**src/rtl/clmul_pkg.sv**
```systemverilog
// Shared types and constants for the sequential carry-less multiplier.
// Also holds the plain reference product used when checking the block.
package clmul_pkg;

  localparam int unsigned SLICE_W = 8;
  localparam int unsigned PP_W    = 2 * SLICE_W - 1;
  localparam int unsigned MAX_NW  = 8;
  localparam int unsigned MAX_W   = SLICE_W * MAX_NW;

  typedef enum logic [1:0] {
    S_IDLE,
    S_RUN,
    S_DRAIN,
    S_DONE
  } state_e;

  function automatic logic [2*MAX_W-2:0] clmul_ref(input logic [MAX_W-1:0] a,
                                                   input logic [MAX_W-1:0] b);
    logic [2*MAX_W-2:0] r;
    r = '0;
    for (int unsigned k = 0; k < MAX_W; k++) begin
      if (b[k]) r = r ^ ((2*MAX_W-1)'(a) << k);
    end
    return r;
  endfunction

endpackage

```
**src/rtl/clmul8_core.sv**
```systemverilog
// Combinational 8x8 -> 15-bit GF(2) polynomial product.
// Each output bit is the XOR of all partial-product terms of equal degree.
module clmul8_core
  import clmul_pkg::*;
(
  input  logic [SLICE_W-1:0] a_i,
  input  logic [SLICE_W-1:0] b_i,
  output logic [PP_W-1:0]    y_o
);

  always_comb begin
    y_o = '0;
    for (int unsigned i = 0; i < SLICE_W; i++) begin
      for (int unsigned j = 0; j < SLICE_W; j++) begin
        y_o[i+j] = y_o[i+j] ^ (a_i[i] & b_i[j]);
      end
    end
  end

endmodule

```
**src/rtl/clmul_seq_ctrl.sv**
```systemverilog
// Sequential W x W carry-less multiplier: walks all NW*NW byte pairs through one
// 8x8 core and XOR-accumulates the shifted partial products into a 2W-1 bit result.
module clmul_seq_ctrl
  import clmul_pkg::*;
#(
  parameter int unsigned NW   = 4,
  parameter bit          PIPE = 1'b0
) (
  input  logic                       clk,
  input  logic                       rst,
  input  logic                       in_valid,
  output logic                       in_ready,
  input  logic [SLICE_W*NW-1:0]      in_a,
  input  logic [SLICE_W*NW-1:0]      in_b,
  output logic                       out_valid,
  input  logic                       out_ready,
  output logic [2*SLICE_W*NW-2:0]    out_y,
  output logic                       busy
);

  localparam int unsigned W     = SLICE_W * NW;
  localparam int unsigned AW    = 2 * W - 1;
  localparam int unsigned IW    = (NW > 1) ? $clog2(NW) : 1;
  localparam int unsigned SW    = IW + 1;
  localparam int unsigned LOG_S = $clog2(SLICE_W);

  state_e            state_q, state_d;
  logic [W-1:0]      a_q, a_d;
  logic [W-1:0]      b_q, b_d;
  logic [AW-1:0]     acc_q, acc_d;
  logic [IW-1:0]     i_q, i_d;
  logic [IW-1:0]     j_q, j_d;

  logic [SLICE_W-1:0] core_a, core_b;
  logic [PP_W-1:0]    core_y;
  logic [SW-1:0]      sum;
  logic               last_step;

  logic [PP_W-1:0]    add_pp;
  logic [SW-1:0]      add_off;
  logic               add_en;
  logic [AW-1:0]      pp_shift;

  assign last_step = (i_q == IW'(NW - 1)) && (j_q == IW'(NW - 1));
  assign sum       = SW'(i_q) + SW'(j_q);

  always_comb begin
    core_a = '0;
    core_b = '0;
    for (int unsigned k = 0; k < NW; k++) begin
      if (i_q == IW'(k)) core_a = a_q[SLICE_W*k +: SLICE_W];
      if (j_q == IW'(k)) core_b = b_q[SLICE_W*k +: SLICE_W];
    end
  end

  clmul8_core u_core (
    .a_i (core_a),
    .b_i (core_b),
    .y_o (core_y)
  );

  // With PIPE the product and its slice offset travel together one cycle late,
  // so the final step is folded in during DRAIN.
  if (PIPE) begin : g_pipe
    logic [PP_W-1:0] pp_q;
    logic [SW-1:0]   off_q;
    logic            pv_q;

    always_ff @(posedge clk) begin
      if (rst) begin
        pp_q  <= '0;
        off_q <= '0;
        pv_q  <= 1'b0;
      end else begin
        pp_q  <= core_y;
        off_q <= sum;
        pv_q  <= (state_q == S_RUN);
      end
    end

    assign add_pp  = pp_q;
    assign add_off = off_q;
    assign add_en  = pv_q;
  end else begin : g_direct
    assign add_pp  = core_y;
    assign add_off = sum;
    assign add_en  = (state_q == S_RUN);
  end

  assign pp_shift = AW'(add_pp) << {add_off, {LOG_S{1'b0}}};

  always_ff @(posedge clk) begin
    if (rst) state_q <= S_IDLE;
    else     state_q <= state_d;
  end

  always_comb begin
    state_d = state_q;
    case (state_q)
      S_IDLE:  if (in_valid)  state_d = S_RUN;
      S_RUN:   if (last_step) state_d = PIPE ? S_DRAIN : S_DONE;
      S_DRAIN: state_d = S_DONE;
      S_DONE:  if (out_ready) state_d = S_IDLE;
      default: state_d = S_IDLE;
    endcase
  end

  always_comb begin
    in_ready  = (state_q == S_IDLE);
    out_valid = (state_q == S_DONE);
    busy      = (state_q != S_IDLE);
    out_y     = out_valid ? acc_q : '0;
  end

  always_comb begin
    a_d   = a_q;
    b_d   = b_q;
    acc_d = add_en ? (acc_q ^ pp_shift) : acc_q;
    i_d   = i_q;
    j_d   = j_q;
    if (state_q == S_IDLE && in_valid) begin
      a_d   = in_a;
      b_d   = in_b;
      acc_d = '0;
      i_d   = '0;
      j_d   = '0;
    end else if (state_q == S_RUN) begin
      if (last_step) begin
        i_d = '0;
        j_d = '0;
      end else if (j_q == IW'(NW - 1)) begin
        i_d = i_q + 1'b1;
        j_d = '0;
      end else begin
        j_d = j_q + 1'b1;
      end
    end
  end

  always_ff @(posedge clk) begin
    if (rst) begin
      a_q   <= '0;
      b_q   <= '0;
      acc_q <= '0;
      i_q   <= '0;
      j_q   <= '0;
    end else begin
      a_q   <= a_d;
      b_q   <= b_d;
      acc_q <= acc_d;
      i_q   <= i_d;
      j_q   <= j_d;
    end
  end

endmodule
```
**config.mk**
```make
export PLATFORM = sky130hd
export DESIGN_NAME = clmul_seq_ctrl
export DESIGN_NICKNAME = d
export VERILOG_FILES = /design/src/rtl/clmul_pkg.sv /design/src/rtl/clmul8_core.sv /design/src/rtl/clmul_seq_ctrl.sv
export SDC_FILE = /design/constraint.sdc
export NUM_CORES = 1
export LEC_CHECK = 0
export ABC_AREA = 1
export BUFFER_PORTS_ARGS = -buffer_cell sky130_fd_sc_hd__buf_2
export CORE_AREA = 2 2 132 134
export DETAILED_ROUTE_END_ITERATION = 12
export DIE_AREA = 0 0 134 136
export PLACE_DENSITY = 0.74
export SYNTH_ARGS = -nofsm -noshare
export SYNTH_HDL_FRONTEND = slang
export SYNTH_SLANG_ARGS = --single-unit
```
**constraint.sdc**
```tcl
create_clock -name clk -period 2.2 [get_ports clk]
set_input_delay 0.22 -clock clk [delete_from_list [all_inputs] [get_ports clk]]
set_output_delay 0.22 -clock clk [all_outputs]
set_load 0.05 [all_outputs]
```
==> results.ini <==
[outcome]
status=finished, violations left
violations=negative setup slack

[yosys]
synth_cell_type_count=37
yosysWarnings=0
synthCells=1329
synth-simple-area-share_pct=37.7
ys_seq_area_share_pct=32.3
avgSynthCellArea_um2=6.20
yosys.area.top_type=dfxtp_1
synth_compound_area_share_pct=12.1
yosys.area.top_type_share_pct=32.3
synthMuxAreaShare_pct=0
synth_top_family_by_area=simple AND/OR/NAND/NOR gates
synth_xor_area_share_pct=3.55
ys_top_cells_by_area=dfxtp_1 32%, nand2_1 18%, nor2_1 7.9%, inv_1 7.8%, nand3_1 5.7%
synth_fa_ha_area_share_pct=2.37
synth_area_mm2=0.00824
ys_ff_latch=133
synth_fp_nets=1412

[sta]
rsz0062_at_grt=true
post-route-period-util_pct=122
fmaxAchievable_mhz=371
report.final.slew_viol_count=0
fin_setup_tns_ns=-21.71
period_minus_slack_ns=2.69
setup_violations=62
hold_ws_ns=0.0254
hold_viol_final=0
worst-slew-pin-transition_ns=0.579
slew_headroom_pct=61.4
fin_ws_ns=-0.494
finalClockSkew_ns=0.00990

[grt]
gr-total-overflow=0
use_met2_pct=47.7
busiest_layer=met2
antenna_found_initial=0
globalRouteMet1Util_pct=33.2
grt_max_degree=78
grt_pass1_wl_um=39900
grt_pass1_vias=8312
grt_use_met3_pct=5.48
gr-usage-all-layers_pct=27.3

[floorplanning]
dieWidth_um=134
fp.dieH_um=136
core-area_mm2=0.0169
start_util_pct=48.8
rows=48
io-pin-count=134
dieArea_mm2=0.0182

[route]
drt_wl_total_um=29800
wl_per_cell_um=16.7
dr.first_iter.drc_count=869
vias=9837
drc=0
via_per_inst=5.52
dr.pass1.iters=7
final_antenna_net_count=0

[place]
port_buffers=133
dp_hpwl_um=17200
place_worst_setup_slack_ns=-0.512
gp_congestion=0.967

[layout]
mostFrequentLayoutCells=269 x nand2_1, 158 x inv_1, 158 x nor2_1
layout_commonest_cell=nand2_1
antenna_cells=0
fin_nets=1627
post_route_cells_drive_above_1_share_pct=38.3
syn_to_final_growth_pct=46.4
postLayoutCoreUtil_pct=71.5

[cts]
ctsHoldBuffers=0
cts.sinks=133
tritoncts=done
clkTransAtPathRegs_ns=0.06
numCtsBuffers=17
root_buffer=clkbuf_16
cts.htree.levels=4
clkLatencyLatePin_ns=0.44
cts_buffer_depth=2

[worst_hold_path]
hp-class=in2reg

[setup_path]
end_kind=flop
cp.required_ns=2.58
r2r_slack_ns=-0.49
critPathKind=reg2reg
arrival_ns=3.07
cp-start-kind=flop
crit_fanout=7

[power]
ir_worst_vdd_mv=1.08
p_per_area_mw_per_mm2=980
leakage_nw=5.82

[run]
cap_violations=0

cells by family (layout without fill, tap and decap cells):
group                    count (synthesis)  count (layout)
AND/OR/NAND/NOR                        732             733
buffers and inverters                  243             469
AO/OA/AOI/OAI                          176             177
flip-flops                             133             133
XOR/XNOR                                30              30
adder cells (fa/ha/maj)                 15              15
layout make-up:
| type | count | area [µm²] |
|---|---|---|
| Clock buffer | 18 | 439 |
| Clock inverter | 14 | 125 |
| Fill cell | 1191 | 4810 |
| Inverter | 178 | 696 |
| Multi-Input combinational cell | 955 | 5970 |
| Sequential cell | 133 | 2680 |
| Tap cell | 225 | 282 |
| Timing Repair Buffer | 259 | 1870 |
Yosys cell counts, drive strengths merged:
cell type	number
nor2	176
buf	22
nand2	413
a21oi	84
nand3	96
o211ai	2
inv	175
o221ai	1
nor4	1
xor2	13
a211oi	1
xnor2	17
clkbuf	43
o21ai	85
a21boi	1
dfxtp	133
ha	14
fa	1
nor3b	2
clkinv	3
nand3b	12
o21bai	2
nand4	32
path summary, 6_finish.rpt:
check | startpoint | endpoint | cells after the start
max reg2reg | i_q[0] | acc_q[13] | 18
min | in_b[6] | b_q[6] | 3
min reg2reg | acc_q[60] | acc_q[60] | 2
max | i_q[0] | acc_q[13] | 18
stage by stage:
step                      cell area, µm²  cells  power (mW)
after floorplan                     8260   1329        5.67
after global routing               12100   1782        12.3
after detailed placement            9650   1712        7.10
final                              12100   1782        11.8
after global placement              9650   1712        7.02
after CTS                          11100   1766        10.6
state kept, by name, indices dropped and copies added (netlist names):
| name | flops |
|---|---|
| state_q | 2 |
| b_q | 32 |
| acc_q | 63 |
| a_q | 32 |
| i_q | 2 |
| j_q | 2 |
per-layer routing:
layer  vias up  wire (µm)
li1       4593          -
met3       169       2180
met1      4518      11300
met4         0       1850
met5         -          0
met2       557      14500
critical path, stage by stage (launching register included):
cell	delay, ns
dfxtp_4	0.39
inv_4	0.06
ha_4	0.19
inv_6	0.12
nor2_1	0.07
nor2_1	0.18
nand2_1	0.15
nand2_4	0.15
buf_6	0.16
nand2_1	0.11
xnor2_2	0.19
buf_4	0.17
nand3_4	0.10
nand3_4	0.10
nand2_4	0.08
buf_4	0.14
nand4_1	0.07
nand2_1	0.08
nor2_1	0.12
power by group:
group	internal, mW	leakage, nW	total [mW]	switching [mW]
combinational	2.25	4.46	5.97	3.72
clock	1.59	0.273	2.80	1.21
sequential	2.77	1.09	3.05	0.275
timing repair:
action                                  4_1_cts  5_1_grt
endpoints found under the hold margin         0        0
pin swaps                                    74       82
gates resized for setup                     181      210
setup buffers                                20       15
endpoints found under the setup margin       63       67
cloned                                        2        2
No activity file was read; power rests on OpenSTA's default activity.
